## config.mk

```make
export PLATFORM = sky130hd
export DESIGN_NAME = mem_arbiter_flat
export DESIGN_NICKNAME = d
export VERILOG_FILES = /design/src/rtl/mem_arbiter_pkg.sv /design/src/rtl/mem_arbiter_if.sv /design/src/rtl/mem_arbiter_arb_rr2.sv /design/src/rtl/mem_arbiter.sv /design/src/flat_wrapper.sv
export SDC_FILE = /design/constraint.sdc
export NUM_CORES = 1
export LEC_CHECK = 0
export CAP_MARGIN = 30
export CORE_ASPECT_RATIO = 0.6
export CORE_UTILIZATION = 35
export CTS_CLUSTER_DIAMETER = 80
export CTS_CLUSTER_SIZE = 40
export DETAILED_ROUTE_END_ITERATION = 8
export HOLD_SLACK_MARGIN = 0.1
export PLACE_DENSITY = 0.77
export RECOVER_POWER = 25
export SLEW_MARGIN = 10
export SYNTH_ARGS = -nofsm -noshare
export SYNTH_HDL_FRONTEND = slang
export SYNTH_HIERARCHICAL = 1
export SYNTH_SLANG_ARGS = --single-unit
```

## constraint.sdc

```tcl
create_clock -name clk -period 2.3 [get_ports clk]
set_clock_uncertainty 0.15 [all_clocks]
set_input_delay 0.46 -clock clk [delete_from_list [all_inputs] [get_ports clk]]
set_output_delay 0.46 -clock clk [all_outputs]
set_load 0.05 [all_outputs]
```

## src/rtl/mem_arbiter_pkg.sv

```systemverilog
// mem_arb_pkg: shared constants for the two-port memory arbiter.
//   - FSM state encoding (IDLE / GRANT0 / GRANT1)
//   - default block address and data widths
//   - is_req(): a port is requesting when either strobe is high
package mem_arb_pkg;

  localparam logic [1:0] IDLE   = 2'b00;
  localparam logic [1:0] GRANT0 = 2'b01;
  localparam logic [1:0] GRANT1 = 2'b10;

  localparam int ARB_ADDR_W = 6;   // 8-bit byte address minus 2-bit offset
  localparam int ARB_DATA_W = 32;  // one block per transfer

  function automatic logic is_req(input logic rd, input logic wr);
    return rd | wr;
  endfunction

endpackage

```

## src/rtl/mem_arbiter_if.sv

```systemverilog
// mem_arbiter_if: block memory bus (read/write/address/writedata/readdata/
// busywait), the same protocol the data memory exposes.
//   master modport: drives read, write, address, writedata;
//                   receives readdata, busywait
//   slave modport : the opposite direction
// The arbiter is a slave towards each cache and a master towards memory.
interface mem_arbiter_if
  import mem_arb_pkg::*;
#(
  parameter int ADDR_W = ARB_ADDR_W,
  parameter int DATA_W = ARB_DATA_W
);

  logic              read;
  logic              write;
  logic [ADDR_W-1:0] address;
  logic [DATA_W-1:0] writedata;
  logic [DATA_W-1:0] readdata;
  logic              busywait;

  modport master (
    output read, write, address, writedata,
    input  readdata, busywait
  );

  modport slave (
    input  read, write, address, writedata,
    output readdata, busywait
  );

endinterface

```

## src/rtl/mem_arbiter_arb_rr2.sv

```systemverilog
// arb_rr2: two-requester grant picker.
// Ports:
//   i_req0, i_req1 : request from port 0 (dcache) / port 1 (icache)
//   i_last         : port served most recently
//   o_valid        : at least one request present
//   o_grant        : chosen port (0 or 1), meaningful when o_valid
// Macro MEM_ARB_FIXED_PRIORITY_EN: when defined, port 0 wins every tie and
// i_last is ignored; otherwise a tie goes to the port that was not served last.
module arb_rr2 (
  input  logic i_req0,
  input  logic i_req1,
  input  logic i_last,
  output logic o_valid,
  output logic o_grant
);

  assign o_valid = i_req0 | i_req1;

`ifdef MEM_ARB_FIXED_PRIORITY_EN
  logic w_unused_last;
  assign w_unused_last = i_last;
  assign o_grant       = ~i_req0;
`else
  always_comb begin
    if (i_req0 & i_req1) o_grant = ~i_last;
    else                 o_grant = i_req1;
  end
`endif

endmodule

```

## src/rtl/mem_arbiter.sv

```systemverilog
// mem_arbiter: shares one block data memory between the data cache (p0)
// and the instruction cache (p1). Transfers are serialized; ties are
// resolved round-robin by default.
// Ports:
//   clk, reset : clock, synchronous active-high reset
//   p0, p1     : cache-side buses (slave modport); readdata is registered,
//                busywait is combinational
//   mem        : data-memory-side bus (master modport)
// Macro MEM_ARB_FIXED_PRIORITY_EN: port 0 always wins a tie (see arb_rr2).
module mem_arbiter
  import mem_arb_pkg::*;
#(
  parameter int ADDR_W = ARB_ADDR_W,
  parameter int DATA_W = ARB_DATA_W
) (
  input  logic          clk,
  input  logic          reset,
  mem_arbiter_if.slave  p0,
  mem_arbiter_if.slave  p1,
  mem_arbiter_if.master mem
);

  logic [1:0]        r_state;
  logic              r_last;
  logic              r_issued;
  logic [DATA_W-1:0] r_p0_rdata;
  logic [DATA_W-1:0] r_p1_rdata;

  logic              w_req0;
  logic              w_req1;
  logic              w_pick_vld;
  logic              w_pick;
  logic              w_in_g0;
  logic              w_in_g1;
  logic              w_done;
  logic              w_mem_read;
  logic              w_mem_write;
  logic [ADDR_W-1:0] w_mem_address;
  logic [DATA_W-1:0] w_mem_wdata;

  assign w_req0  = is_req(p0.read, p0.write);
  assign w_req1  = is_req(p1.read, p1.write);
  assign w_in_g0 = (r_state == GRANT0);
  assign w_in_g1 = (r_state == GRANT1);

  arb_rr2 u_pick (
    .i_req0  (w_req0),
    .i_req1  (w_req1),
    .i_last  (r_last),
    .o_valid (w_pick_vld),
    .o_grant (w_pick)
  );

  // Granted port is forwarded straight through; write wins over read. If the
  // requester drops its strobes mid-grant, zeros are forwarded naturally.
  always_comb begin
    w_mem_read    = 1'b0;
    w_mem_write   = 1'b0;
    w_mem_address = '0;
    w_mem_wdata   = '0;
    if (w_in_g0) begin
      w_mem_read    = p0.read & ~p0.write;
      w_mem_write   = p0.write;
      w_mem_address = p0.address;
      w_mem_wdata   = p0.writedata;
    end else if (w_in_g1) begin
      w_mem_read    = p1.read & ~p1.write;
      w_mem_write   = p1.write;
      w_mem_address = p1.address;
      w_mem_wdata   = p1.writedata;
    end
  end

  assign mem.read      = w_mem_read;
  assign mem.write     = w_mem_write;
  assign mem.address   = w_mem_address;
  assign mem.writedata = w_mem_wdata;

  // The first grant cycle only presents the strobe; memory busywait is not
  // trusted until the following cycle (r_issued).
  assign w_done = r_issued & ~mem.busywait;

  // Busywait drops in the completion cycle, one edge before readdata is
  // captured; requesters sample readdata on a later edge.
  assign p0.busywait = w_req0 & ~(w_in_g0 & w_done);
  assign p1.busywait = w_req1 & ~(w_in_g1 & w_done);
  assign p0.readdata = r_p0_rdata;
  assign p1.readdata = r_p1_rdata;

  always_ff @(posedge clk) begin
    if (reset) begin
      r_state    <= IDLE;
      r_last     <= 1'b1;
      r_issued   <= 1'b0;
      r_p0_rdata <= '0;
      r_p1_rdata <= '0;
    end else begin
      case (r_state)
        IDLE: begin
          r_issued <= 1'b0;
          if (w_pick_vld) r_state <= w_pick ? GRANT1 : GRANT0;
        end
        GRANT0, GRANT1: begin
          r_issued <= 1'b1;
          if (w_done) begin
            r_state <= IDLE;
            r_last  <= w_in_g1;
            if (w_mem_read) begin
              if (w_in_g1) r_p1_rdata <= mem.readdata;
              else         r_p0_rdata <= mem.readdata;
            end
          end
        end
        default: r_state <= IDLE;
      endcase
    end
  end

endmodule

```

## src/flat_wrapper.sv

```systemverilog
// flat-port wrapper written by rule: the top's interface ports become plain ports
module mem_arbiter_flat import mem_arb_pkg::*;
#(
  parameter int ADDR_W = ARB_ADDR_W,
  parameter int DATA_W = ARB_DATA_W
)
  (clk, reset, p0_read, p0_write, p0_address, p0_writedata, p0_readdata, p0_busywait, p1_read, p1_write, p1_address, p1_writedata, p1_readdata, p1_busywait, mem_read, mem_write, mem_address, mem_writedata, mem_readdata, mem_busywait);
  mem_arbiter_if #(.ADDR_W(ADDR_W), .DATA_W(DATA_W)) p0_i ();
  mem_arbiter_if #(.ADDR_W(ADDR_W), .DATA_W(DATA_W)) p1_i ();
  mem_arbiter_if #(.ADDR_W(ADDR_W), .DATA_W(DATA_W)) mem_i ();
  input  logic clk;
  input  logic reset;
  input wire logic [$bits(p0_i.read)-1:0] p0_read;
  input wire logic [$bits(p0_i.write)-1:0] p0_write;
  input wire logic [$bits(p0_i.address)-1:0] p0_address;
  input wire logic [$bits(p0_i.writedata)-1:0] p0_writedata;
  output wire logic [$bits(p0_i.readdata)-1:0] p0_readdata;
  output wire logic [$bits(p0_i.busywait)-1:0] p0_busywait;
  input wire logic [$bits(p1_i.read)-1:0] p1_read;
  input wire logic [$bits(p1_i.write)-1:0] p1_write;
  input wire logic [$bits(p1_i.address)-1:0] p1_address;
  input wire logic [$bits(p1_i.writedata)-1:0] p1_writedata;
  output wire logic [$bits(p1_i.readdata)-1:0] p1_readdata;
  output wire logic [$bits(p1_i.busywait)-1:0] p1_busywait;
  output wire logic [$bits(mem_i.read)-1:0] mem_read;
  output wire logic [$bits(mem_i.write)-1:0] mem_write;
  output wire logic [$bits(mem_i.address)-1:0] mem_address;
  output wire logic [$bits(mem_i.writedata)-1:0] mem_writedata;
  input wire logic [$bits(mem_i.readdata)-1:0] mem_readdata;
  input wire logic [$bits(mem_i.busywait)-1:0] mem_busywait;
  assign p0_i.read = p0_read;
  assign p0_i.write = p0_write;
  assign p0_i.address = p0_address;
  assign p0_i.writedata = p0_writedata;
  assign p0_readdata = p0_i.readdata;
  assign p0_busywait = p0_i.busywait;
  assign p1_i.read = p1_read;
  assign p1_i.write = p1_write;
  assign p1_i.address = p1_address;
  assign p1_i.writedata = p1_writedata;
  assign p1_readdata = p1_i.readdata;
  assign p1_busywait = p1_i.busywait;
  assign mem_read = mem_i.read;
  assign mem_write = mem_i.write;
  assign mem_address = mem_i.address;
  assign mem_writedata = mem_i.writedata;
  assign mem_i.readdata = mem_readdata;
  assign mem_i.busywait = mem_busywait;
  mem_arbiter #(.ADDR_W(ADDR_W), .DATA_W(DATA_W)) u_core (.clk(clk), .reset(reset), .p0(p0_i), .p1(p1_i), .mem(mem_i));
endmodule
```

==> summary.txt, run 1 <==
Final layout
  • Fill count: 546
  • Share of post-route cells with drive strength above 1: 0.258
  • Layout Nets: 683
  • Antenna diodes: 0
  • Syn-to-layout area delta: 116%

STA
  • Setup violators final: 39
  • Peak Freq: 418 MHz
  • Tmin final: 2.39 ns
  • Hold_ws: 0.295 ns
  • Final count of hold timing violations: 0
  • Rel. slew slack: 0.617
  • Final Max Slew Viols: 0
  • RSZ-0062 raised after global routing: true
  • Period utilization: 1.04
  • Final worst slack: -0.0898 ns
  • Fin Setup TNS: -2.37 ns
  • Worst slew pin tran: 0.572 ns

Worst setup path
  • Slowest CP cell: dfxtp_4
  • Worst Path Required: 1.69 ns
  • R2R cell count: 9
  • RR Startpoint: u_core/r_state[0]$_SDFFE_PP0P_
  • CP dominant cell by count: buf_12
  • Worst reg-to-reg setup slack: 0.08 ns
  • WS Path Type: reg -> out
  • Arrival time worst endpoint: 1.78 ns
  • Critical Path Sink Type: output port
  • RR Endpoint: u_core/p1.readdata[0]$_SDFFE_PP0P_
  • CP max stage delay: 0.36 ns
  • Worst setup SP type: flip-flop
  • Critical path cell sequence: inv_1, ha_2, nor2b_4, buf_12, clkbuf_16, a22o_4, buf_12
  • CP Max Fanout: 4

Yosys
  • Post-synthesis compound-gate area fraction: 0.204
  • Number of synthesized register bits: 68
  • Net Count, Synth: 450
  • Seq/Total Area, Yosys: 0.445
  • Post-synth top flop: dfxtp_1
  • Mapped Avg Cell Area: 9.25 sq um
  • Simple-gate share of the synthesized area: 0.163
  • Synth Area in Adders: 0.0163
  • EDFF count, synth: 0
  • Largest family of logic cells by synthesized area: compound AO/OA/AOI/OAI gates
  • Xor/xnor share of the synthesized area: 0
  • Syn Inst Count: 331
  • Syn Std Cell Area: 3060 sq um
  • Post-synthesis mux area share: 0.115
  • Synth unique cells: 28
  • Post-synthesis async set-or-reset flop share: 0
  • Ys Warns: 6

CTS
  • Hold_buf cts: 0
  • Total CTS buffers: 9
  • CTS tree: yes
  • Skew-Pair Late Insertion Delay: 0.32 ns
  • CTS sink count: 68
  • Clk slew on worst S/H paths: 0.06 ns
  • Clock root buffer: clkbuf_16
  • Clock buffer depth: 2
  • CTS HTree Levels: 3

Global routing
  • GRT Total Usage: 0.258
  • Vias in the first global route: 3213
  • First-pass GRT wire length: 17.5 mm
  • Global route overflow: 0
  • Largest net degree at the start of global routing: 33
  • Initial antenna violation count: 0

Detailed routing
  • Avg WL per Cell: 18.9 um
  • Iter 0 DRT Violations: 159
  • # DRC: 0
  • DRT Pass-1 Iters: 4
  • Wirelength, routed: 12.9 mm
  • Vias/cell: 5.05
  • Via count: 3436
  • Post-route ant nets: 0

Placed design
  • DP HPWL: 8.50 mm
  • Pre-CTS setup slack: 0.00319 ns
  • Port buffer count: 220
  • Routability cong.: 0.794

Min path
  • Hold Path Sink: u_core/p1.readdata[22]$_SDFFE_PP0P_
  • Worst Hold Class: in -> reg
  • Hold path depth: 2
  • Hold Crit Start: reset

Power
  • Comb pwr share: 0.484
  • Overall power: 0.00472 W
  • PD cells: 714 nW/um^2
  • Switching power: 0.00159 W
  • Part of the power in the clock network: 0.259
  • Switching share of power: 0.336
  • VDD IR-drop max: 478 uV
  • Internal: 0.00313 W
  • Seq pwr share: 0.257
  • Leak: 2.77 nW

Job
  • Max-cap violations: 0

Die
  • Initial core utilization: 0.361
  • # IOs: 221
  • Die area: 9140 sq um
  • Cell Rows: 26
  • Core area: 8490 sq um
  • Vert. Die Dim: 74.4 um
  • Die Wd: 123 um

Outcome
  • Failing checks: negative setup slack
  • Run status: complete, but fails checks
repair_timing:
| action | 4_1_cts | 5_1_grt |
|---|---|---|
| cloned | 3 | 3 |
| endpoints found under the setup margin | 40 | 56 |
| setup buffers | 8 | 0 |
| pin swaps | 4 | 6 |
| resized for setup | 40 | 17 |
sequential cells by signal, indices dropped and copies added, names as in the netlist:
name                flops
u_core/p0.readdata     32
u_core/p1.readdata     32
u_core/r_state          2
u_core/r_issued         1
u_core/r_last           1
power by group through the flow:
stage	Combinational (W)	Clock, W	Sequential [W]
floorplan	0.000913	0	0.00123
global placement	0.00190	0	0.00123
detailed placement	0.00192	0	0.00123
CTS	0.00217	0.00125	0.00121
global route	0.00234	0.00130	0.00121
finish	0.00229	0.00122	0.00121
metrics by stage:
step                 util  cell area [sq um]  std cells
finish              0.779               6610        681
global route        0.779               6610        681
CTS                 0.757               6430        678
detailed placement  0.681               5780        651
global placement    0.681               5780        651
floorplan               -               3060        331
synth_stat cells (2+ instances only):
library cell,n,area (sq um)
or2_2,3,18.8
inv_1,4,15.0
a21oi_1,18,90.1
clkbuf_1,12,45.0
mux2i_1,34,340
nor2_1,35,131
a22o_1,38,333
buf_6,7,78.8
a21oi_2,15,131
nand2_1,69,259
ha_1,4,50.1
dfxtp_1,68,1360
nor2b_1,2,12.5
a21boi_0,2,15.0
buf_2,7,35.0
cell type report:
| cell class | instances | area, sq um | area share |
|---|---|---|---|
| clock inverter | 2 | 10.0 | 0.00151 |
| inverter | 4 | 15.0 | 0.00227 |
| multi-input combinational | 234 | 1840 | 0.279 |
| sequential | 68 | 1370 | 0.207 |
| timing repair buffer | 247 | 2980 | 0.451 |
| tap | 112 | 140 | 0.0212 |
| clock buffer | 14 | 254 | 0.0384 |
per-layer routing:
| metal | part of all wire | vias to the layer above | wire, um | GRT usage |
|---|---|---|---|---|
| li1 | - | 1614 | - | - |
| met1 | 0.41 | 1659 | 5330 | 0.309 |
| met2 | 0.50 | 137 | 6440 | 0.440 |
| met3 | 0.062 | 26 | 795 | 0.0859 |
| met4 | 0.024 | 0 | 312 | 0.0827 |
| met5 | 0 | - | 0 | 0 |
worst max path at each step:
| stage | cells past startpoint | to | startpoint | slack, ns |
|---|---|---|---|---|
| final | 7 | mem_writedata[18] | u_core/r_state[0]$_SDFFE_PP0P_ | -0.09 |
| after global routing | 7 | mem_writedata[20] | u_core/r_state[0]$_SDFFE_PP0P_ | -0.12 |
| after CTS | 7 | mem_writedata[29] | u_core/r_state[0]$_SDFFE_PP0P_ | -0.05 |
| after detailed placement | 4 | mem_read | p1_write | 0.003 |
| after global placement | 4 | mem_read | p1_write | 0.009 |
| after floorplan | 7 | mem_writedata[10] | u_core/r_state[1]$_SDFFE_PP0P_ | 0.05 |
layout by cell type, fill, tap and decap left out, drive strengths merged, types with 2 or more instances in the layout:
cell type | synthesis | layout
clkbuf | 12 | 16
clkinv | 0 | 2
nor2b | 2 | 2
a21oi | 33 | 33
mux2i | 34 | 34
a21boi | 3 | 3
and4bb | 2 | 2
nand2 | 69 | 69
o21ba | 1 | 2
a22o | 38 | 38
ha | 4 | 4
dfxtp | 68 | 68
buf | 14 | 68
or2 | 4 | 4
inv | 4 | 4
clkdlybuf4s50 | 0 | 176
nor2 | 35 | 35
logic make-up after synthesis:
family | Yosys count
flops | 68
simple gates | 116
compound gates | 78
buf+inv | 30
mux | 35
fa+ha+maj | 4
critical path: cells and delay by family (launching register included):
family / cells / cell delay (ns)
flops: 1 / 0.36
fa+ha+maj: 1 / 0.20
compound gates: 1 / 0.24
simple gates: 1 / 0.15
buf+inv: 4 / 0.50
Power figures use the tool's default switching activity.
==> run 2: changes to the inputs <==
--- a/config.mk
+++ b/config.mk
@@ -7,6 +7,7 @@
 export LEC_CHECK = 0
 export CAP_MARGIN = 30
 export CORE_ASPECT_RATIO = 0.6
+export CORE_MARGIN = 3
 export CORE_UTILIZATION = 35
 export CTS_CLUSTER_DIAMETER = 80
 export CTS_CLUSTER_SIZE = 40
==> run 2 against run 1 <==
  * The run still ends with negative setup slack left
  * Cell area shrank 0.19%
  * Critical path depth is the same
  * Wire length shrank 1.7%
  * Register-to-register slack gained 0.05 ns
  * Fmax grew 3.1%
  * Combinational power shrank 3%
  * Core utilization grew 2.7 points
  * Sequential share of layout area grew 0.077 points
  * Worst setup slack gained 0.071 ns
  * Die area grew 8.8%
  * Global-route usage shrank 1.3 points
  * Largest cell class unchanged
  * Largest power group unchanged
==> summary.txt, run 2 (synthesized netlist as in run 1, its figures left out) <==
CTS
  • Clk slew on worst S/H paths: 0.05 ns (was 0.06 ns)
  • Clock root buffer: clkbuf_16 (unchanged)
  • CTS tree: yes (unchanged)
  • CTS sink count: 68 (unchanged)
  • Total CTS buffers: 9 (unchanged)
  • Clock buffer depth: 2 (unchanged)
  • CTS HTree Levels: 3 (unchanged)
  • Skew-Pair Late Insertion Delay: 0.32 ns (about the same)

STA
  • Setup violators final: 13 (was 39)
  • RSZ-0062 raised after global routing: true (unchanged)
  • Final worst slack: -0.0189 ns (was -0.0898 ns)
  • Worst slew pin tran: 0.571 ns (was 0.572 ns)
  • Peak Freq: 431 MHz (was 418 MHz)
  • Final Max Slew Viols: 0 (unchanged)
  • Hold_ws: 0.308 ns (was 0.295 ns)
  • Rel. slew slack: 0.618 (was 0.617)
  • Tmin final: 2.32 ns (was 2.39 ns)
  • Period utilization: 1.01 (was 1.04)
  • Final count of hold timing violations: 0 (unchanged)

Detailed routing
  • Iter 0 DRT Violations: 206 (was 159)
  • Via count: 3347 (was 3436)
  • # DRC: 0 (unchanged)
  • Post-route ant nets: 0 (unchanged)
  • DRT Pass-1 Iters: 4 (unchanged)
  • Avg WL per Cell: 18.6 um (was 18.9 um)
  • Vias/cell: 4.92 (was 5.05)
  • Wirelength, routed: 12.7 mm (was 12.9 mm)

Die
  • Vert. Die Dim: 78.4 um (was 74.4 um)
  • Core area: 8200 sq um (was 8490 sq um)
  • Cell Rows: 25 (was 26)
  • Die Wd: 127 um (was 123 um)
  • Initial core utilization: 0.374 (was 0.361)
  • # IOs: 221 (unchanged)
  • Die area: 9940 sq um (was 9140 sq um)

Global routing
  • Global route overflow: 0 (unchanged)
  • GR Util met1: 0.302 (was 0.309)
  • GRT Max-Usage Layer: met2 (unchanged)
  • GRT Total Usage: 0.245 (was 0.258)
  • Vias in the first global route: 3437 (was 3213)
  • Met3 Use GR: 0.0721 (was 0.0859)
  • Largest net degree at the start of global routing: 69 (was 33)
  • Initial antenna violation count: 0 (unchanged)
  • Met2 Usage GRT: 0.425 (was 0.440)
  • First-pass GRT wire length: 19.2 mm (was 17.5 mm)

Final layout
  • Most frequent cells in the layout: clkdlybuf4s50_1 (177), nand2_1 (69), dfxtp_1 (66) (was clkdlybuf4s50_1 (176), nand2_1 (69), dfxtp_1 (66))
  • Layout Nets: 686 (was 683)
  • Syn-to-layout area delta: 115% (was 116%)
  • Fill count: 520 (was 546)
  • Fin util: 0.805 (was 0.779)
  • Antenna diodes: 0 (unchanged)
  • Commonest non-fill, non-tap cell in the layout: clkdlybuf4s50_1 (unchanged)
  • Share of post-route cells with drive strength above 1: 0.248 (was 0.258)

Placed design
  • DP HPWL: 9.01 mm (was 8.50 mm)
  • Port buffer count: 220 (unchanged)
  • Pre-CTS setup slack: -0.0104 ns (was 0.00319 ns)
  • Routability cong.: 0.887 (was 0.794)

Worst setup path
  • Arrival time worst endpoint: 1.71 ns (was 1.78 ns)
  • WS Path Type: reg -> out (unchanged)
  • Worst Path Required: 1.69 ns (about the same)
  • CP Max Fanout: 5 (was 4)
  • Worst setup SP type: flip-flop (unchanged)
  • Critical Path Sink Type: output port (unchanged)

Power
  • Leak: 2.74 nW (was 2.77 nW)
  • VDD IR-drop max: 486 uV (was 478 uV)
  • PD cells: 732 nW/um^2 (was 714 nW/um^2)

Outcome
  • Run status: complete, but fails checks (unchanged)
  • Failing checks: negative setup slack (unchanged)

Job
  • Max-cap violations: 0 (unchanged)

Min path
  • Worst Hold Class: reg -> reg (was in -> reg)
## run 2: what timing repair did
action,in CTS,in global routing
cloned,4,2
hold buffers,0,0
setup buffers,7,2
endpoints found under the setup margin,40,50
hold endpoints to repair,0,0
pin swaps,4,4
gates resized for setup,39,14
## run 2: metrics by stage
| step | setup TNS (ns) | instances | total power, W | area, sq um |
|---|---|---|---|---|
| 5_1_grt | -1.53 | 680 | 0.00498 | 6600 |
| 3_3_place_gp | 0 | 649 | 0.00314 | 5800 |
| 3_5_place_dp | -0.0224 | 649 | 0.00316 | 5800 |
| 6_report | -0.0838 | 680 | 0.00483 | 6600 |
| 2_1_floorplan | 0 | 331 | 0.00215 | 3060 |
| 4_1_cts | 0 | 676 | 0.00477 | 6470 |
## run 2: critical path, stage by stage (launching register included)
cell	delay, ns
dfxtp_4	0.38
inv_4	0.05
ha_4	0.15
nor2b_4	0.14
buf_12	0.14
clkbuf_16	0.15
a22o_4	0.24
buf_12	0.15
## run 2: worst paths after layout
check / depth (start not counted) / end / start / slack [ns]
setup / recovery: 7 / mem_address[0] / u_core/r_state[0]$_SDFFE_PP0P_ / -0.02
hold / removal: 2 / u_core/p1.readdata[27]$_SDFFE_PP0P_ / u_core/p1.readdata[27]$_SDFFE_PP0P_ / 0.31
setup reg to reg: 9 / u_core/p0.readdata[18]$_SDFFE_PP0P_ / u_core/r_state[1]$_SDFFE_PP0P_ / 0.13
hold reg to reg: 2 / u_core/p1.readdata[27]$_SDFFE_PP0P_ / u_core/p1.readdata[27]$_SDFFE_PP0P_ / 0.31
## run 2: cell type report
| class | count | area, sq um | share of cell area |
|---|---|---|---|
| Inverter | 4 | 20.0 | 0.00303 |
| Sequential cell | 68 | 1370 | 0.207 |
| Multi-Input combinational cell | 234 | 1770 | 0.268 |
| Clock inverter | 5 | 58.8 | 0.00891 |
| Timing Repair Buffer | 250 | 2990 | 0.453 |
| Tap cell | 108 | 135 | 0.0205 |
| Clock buffer | 11 | 253 | 0.0383 |
## run 2: report_power, final
| part | internal, W | switching (W) | leakage [nW] |
|---|---|---|---|
| combinational | 0.00115 | 0.00107 | 2.04 |
| sequential | 0.00120 | 0.0000191 | 0.549 |
| clock | 0.000899 | 0.000496 | 0.148 |
| total | 0.00325 | 0.00158 | 2.74 |
## run 2: routing by layer
layer  part of all wire  wire [um]
met3              0.066        833
met5                  0          0
met4              0.015        193
met2               0.50       6380
met1               0.41       5250
==> run 3: changes to the inputs <==
--- a/config.mk
+++ b/config.mk
@@ -8,14 +8,15 @@
 export CAP_MARGIN = 30
 export CORE_ASPECT_RATIO = 0.6
 export CORE_MARGIN = 3
-export CORE_UTILIZATION = 35
+export CORE_UTILIZATION = 36
+export CTS_BUF_LIST = sky130_fd_sc_hd__clkbuf_4 sky130_fd_sc_hd__clkbuf_8
 export CTS_CLUSTER_DIAMETER = 80
 export CTS_CLUSTER_SIZE = 40
 export DETAILED_ROUTE_END_ITERATION = 8
 export HOLD_SLACK_MARGIN = 0.1
-export PLACE_DENSITY = 0.77
+export PLACE_DENSITY = 0.79
 export RECOVER_POWER = 25
-export SLEW_MARGIN = 10
+export SLEW_MARGIN = 20
 export SYNTH_ARGS = -nofsm -noshare
 export SYNTH_HDL_FRONTEND = slang
 export SYNTH_HIERARCHICAL = 1
==> run 3 against run 2 <==
  * Worst setup slack worse by 0.047 ns
  * Critical path type unchanged
  * Clock power decreased by 13%
  * Die area fell by 2.6%
  * Largest cell class unchanged
  * The flow still finishes with violations (negative setup slack)
==> summary.txt, run 3 (synthesized netlist as in run 1, its figures left out) <==
Min path
  • Hold Crit Start: u_core/p1.readdata[19]$_SDFFE_PP0P_ (was u_core/p1.readdata[27]$_SDFFE_PP0P_)
  • Worst Hold Class: reg -> reg (unchanged)
  • Hold Path Sink: u_core/p1.readdata[19]$_SDFFE_PP0P_ (was u_core/p1.readdata[27]$_SDFFE_PP0P_)
  • Hold path depth: 2 (unchanged)

CTS
  • CTS sink count: 68 (unchanged)
  • Clock root buffer: clkbuf_8 (was clkbuf_16)
  • Hold_buf cts: 0 (unchanged)
  • Clock buffer depth: 2 (unchanged)
  • Clk slew on worst S/H paths: 0.07 ns (was 0.05 ns)
  • CTS HTree Levels: 3 (unchanged)
  • Total CTS buffers: 9 (unchanged)
  • Skew-Pair Late Insertion Delay: 0.34 ns (was 0.32 ns)
  • CTS tree: yes (unchanged)

Worst setup path
  • CP Max Fanout: 6 (was 5)
  • Worst setup SP type: flip-flop (unchanged)
  • RR Startpoint: u_core/r_state[1]$_SDFFE_PP0P_ (unchanged)
  • RR Endpoint: u_core/p1.readdata[24]$_SDFFE_PP0P_ (was u_core/p0.readdata[18]$_SDFFE_PP0P_)
  • R2R cell count: 7 (was 9)
  • Worst reg-to-reg setup slack: 0.09 ns (was 0.13 ns)
  • Worst Path Required: 1.69 ns (about the same)
  • Critical Path Sink Type: output port (unchanged)
  • WS Path Type: reg -> out (unchanged)
  • Arrival time worst endpoint: 1.76 ns (was 1.71 ns)

STA
  • RSZ-0062 raised after global routing: true (unchanged)
  • Peak Freq: 423 MHz (was 431 MHz)
  • Tmin final: 2.37 ns (was 2.32 ns)
  • Final count of hold timing violations: 0 (unchanged)
  • Final Max Slew Viols: 0 (unchanged)
  • Period utilization: 1.03 (was 1.01)
  • Final worst slack: -0.0660 ns (was -0.0189 ns)
  • Fin Setup TNS: -0.998 ns (was -0.0838 ns)
  • Worst slew pin tran: 0.558 ns (was 0.571 ns)
  • Setup violators final: 38 (was 13)
  • Rel. slew slack: 0.627 (was 0.618)

Detailed routing
  • Iter 0 DRT Violations: 144 (was 206)
  • Wirelength, routed: 13.1 mm (was 12.7 mm)
  • # DRC: 0 (unchanged)
  • Post-route ant nets: 0 (unchanged)
  • DRT Pass-1 Iters: 4 (unchanged)
  • Avg WL per Cell: 19.3 um (was 18.6 um)
  • Via count: 3326 (was 3347)
  • Vias/cell: 4.91 (was 4.92)

Final layout
  • Layout Nets: 683 (was 686)
  • Final design area excluding fillers: 6530 sq um (was 6600 sq um)
  • Fin util: 0.809 (was 0.805)
  • Share of post-route cells with drive strength above 1: 0.257 (was 0.248)
  • Most frequent cells in the layout: clkdlybuf4s50_1 (177), nand2_1 (69), dfxtp_1 (66) (unchanged)
  • Commonest non-fill, non-tap cell in the layout: clkdlybuf4s50_1 (unchanged)
  • Syn-to-layout area delta: 113% (was 115%)
  • Antenna diodes: 0 (unchanged)

Power
  • Switching share of power: 0.337 (was 0.328)
  • Internal: 0.00308 W (was 0.00325 W)
  • Comb pwr share: 0.478 (was 0.460)
  • PD cells: 712 nW/um^2 (was 732 nW/um^2)
  • Switching power: 0.00157 W (was 0.00158 W)
  • VDD IR-drop max: 479 uV (was 486 uV)
  • Leak: 2.72 nW (was 2.74 nW)
  • Seq pwr share: 0.261 (was 0.252)
  • Part of the power in the clock network: 0.260 (was 0.289)

Global routing
  • Largest net degree at the start of global routing: 33 (was 69)
  • Vias in the first global route: 3462 (was 3437)
  • GRT Total Usage: 0.250 (was 0.245)
  • Initial antenna violation count: 0 (unchanged)
  • Global route overflow: 0 (unchanged)
  • First-pass GRT wire length: 19.1 mm (was 19.2 mm)

Job
  • Max-cap violations: 0 (unchanged)

Die
  • Die area: 9680 sq um (was 9940 sq um)
  • Die Wd: 125 um (was 127 um)
  • Initial core utilization: 0.379 (was 0.374)
  • Cell Rows: 25 (unchanged)
  • # IOs: 221 (unchanged)
  • Core area: 8070 sq um (was 8200 sq um)
  • Vert. Die Dim: 77.4 um (was 78.4 um)

Placed design
  • Routability cong.: 0.865 (was 0.887)
  • Area after DPL: 5780 sq um (was 5800 sq um)
  • Port buffer count: 220 (unchanged)
  • DP HPWL: 9.25 mm (was 9.01 mm)

Outcome
  • Failing checks: negative setup slack (unchanged)
  • Run status: complete, but fails checks (unchanged)
-- run 3: power by group through the flow --
| stage | combinational, W | sequential [W] | clock (W) |
|---|---|---|---|
| final | 0.00222 | 0.00122 | 0.00121 |
| after global placement | 0.00190 | 0.00123 | 0 |
| after global routing | 0.00228 | 0.00122 | 0.00128 |
| after floorplan | 0.000913 | 0.00123 | 0 |
| after detailed placement | 0.00192 | 0.00123 | 0 |
| after CTS | 0.00213 | 0.00121 | 0.00123 |
-- run 3: critical path, cell delays in order, from the launching register on --
cell and delay (ns):
dfxtp_4 0.38, inv_4 0.04, ha_4 0.16, nor2b_4 0.14, buf_12 0.14, clkbuf_16 0.15
a22o_4 0.25, buf_12 0.15
-- run 3: cell type report --
| type | instances | area [sq um] |
|---|---|---|
| multi-input cells | 234 | 1820 |
| inverters | 4 | 20.0 |
| flip-flops and latches | 68 | 1370 |
| clock buffers | 10 | 138 |
| well taps | 108 | 135 |
| repair buffers | 247 | 2940 |
| fillers | 480 | 1540 |
| clock inverters | 6 | 111 |
-- run 3: how the worst max path moves through the flow --
stage,startpoint,endpoint,slack [ns],cells past startpoint
2_1_floorplan,u_core/r_state[1]$_SDFFE_PP0P_,mem_writedata[10],0.05,7
3_3_place_gp,p1_write,mem_read,-0.03,4
3_5_place_dp,p1_write,mem_read,-0.03,4
4_1_cts,u_core/r_state[1]$_SDFFE_PP0P_,mem_writedata[16],-0.05,7
5_1_grt,u_core/r_state[1]$_SDFFE_PP0P_,mem_writedata[31],-0.13,7
6_report,u_core/r_state[0]$_SDFFE_PP0P_,mem_writedata[8],-0.07,7
-- run 3: routing by layer --
| metal | global-route usage | vias up | wire length (um) |
|---|---|---|---|
| met4 | 0.0455 | 0 | 138 |
| met5 | 0 | - | 0 |
| li1 | - | 1606 | - |
| met2 | 0.444 | 103 | 6830 |
| met1 | 0.301 | 1601 | 5360 |
| met3 | 0.0818 | 16 | 768 |
-- run 3: through the flow --
| stage | power [W] | instances | hold WS (ns) | setup WS (ns) |
|---|---|---|---|---|
| 5_1_grt | 0.00478 | 677 | 0.334 | -0.126 |
| 3_5_place_dp | 0.00315 | 648 | 0.296 | -0.0277 |
| 6_report | 0.00465 | 677 | 0.305 | -0.0660 |
| 4_1_cts | 0.00458 | 674 | 0.305 | -0.0541 |
| 3_3_place_gp | 0.00313 | 648 | 0.291 | -0.0290 |
| 2_1_floorplan | 0.00215 | 331 | 0.288 | 0.0484 |
-- run 3: repair_timing --
action                                  4_1_cts  5_1_grt
resized for setup                            45       11
setup buffers                                 8        1
pin swaps                                     9       13
endpoints found under the setup margin       41       59
cloned                                        2        2
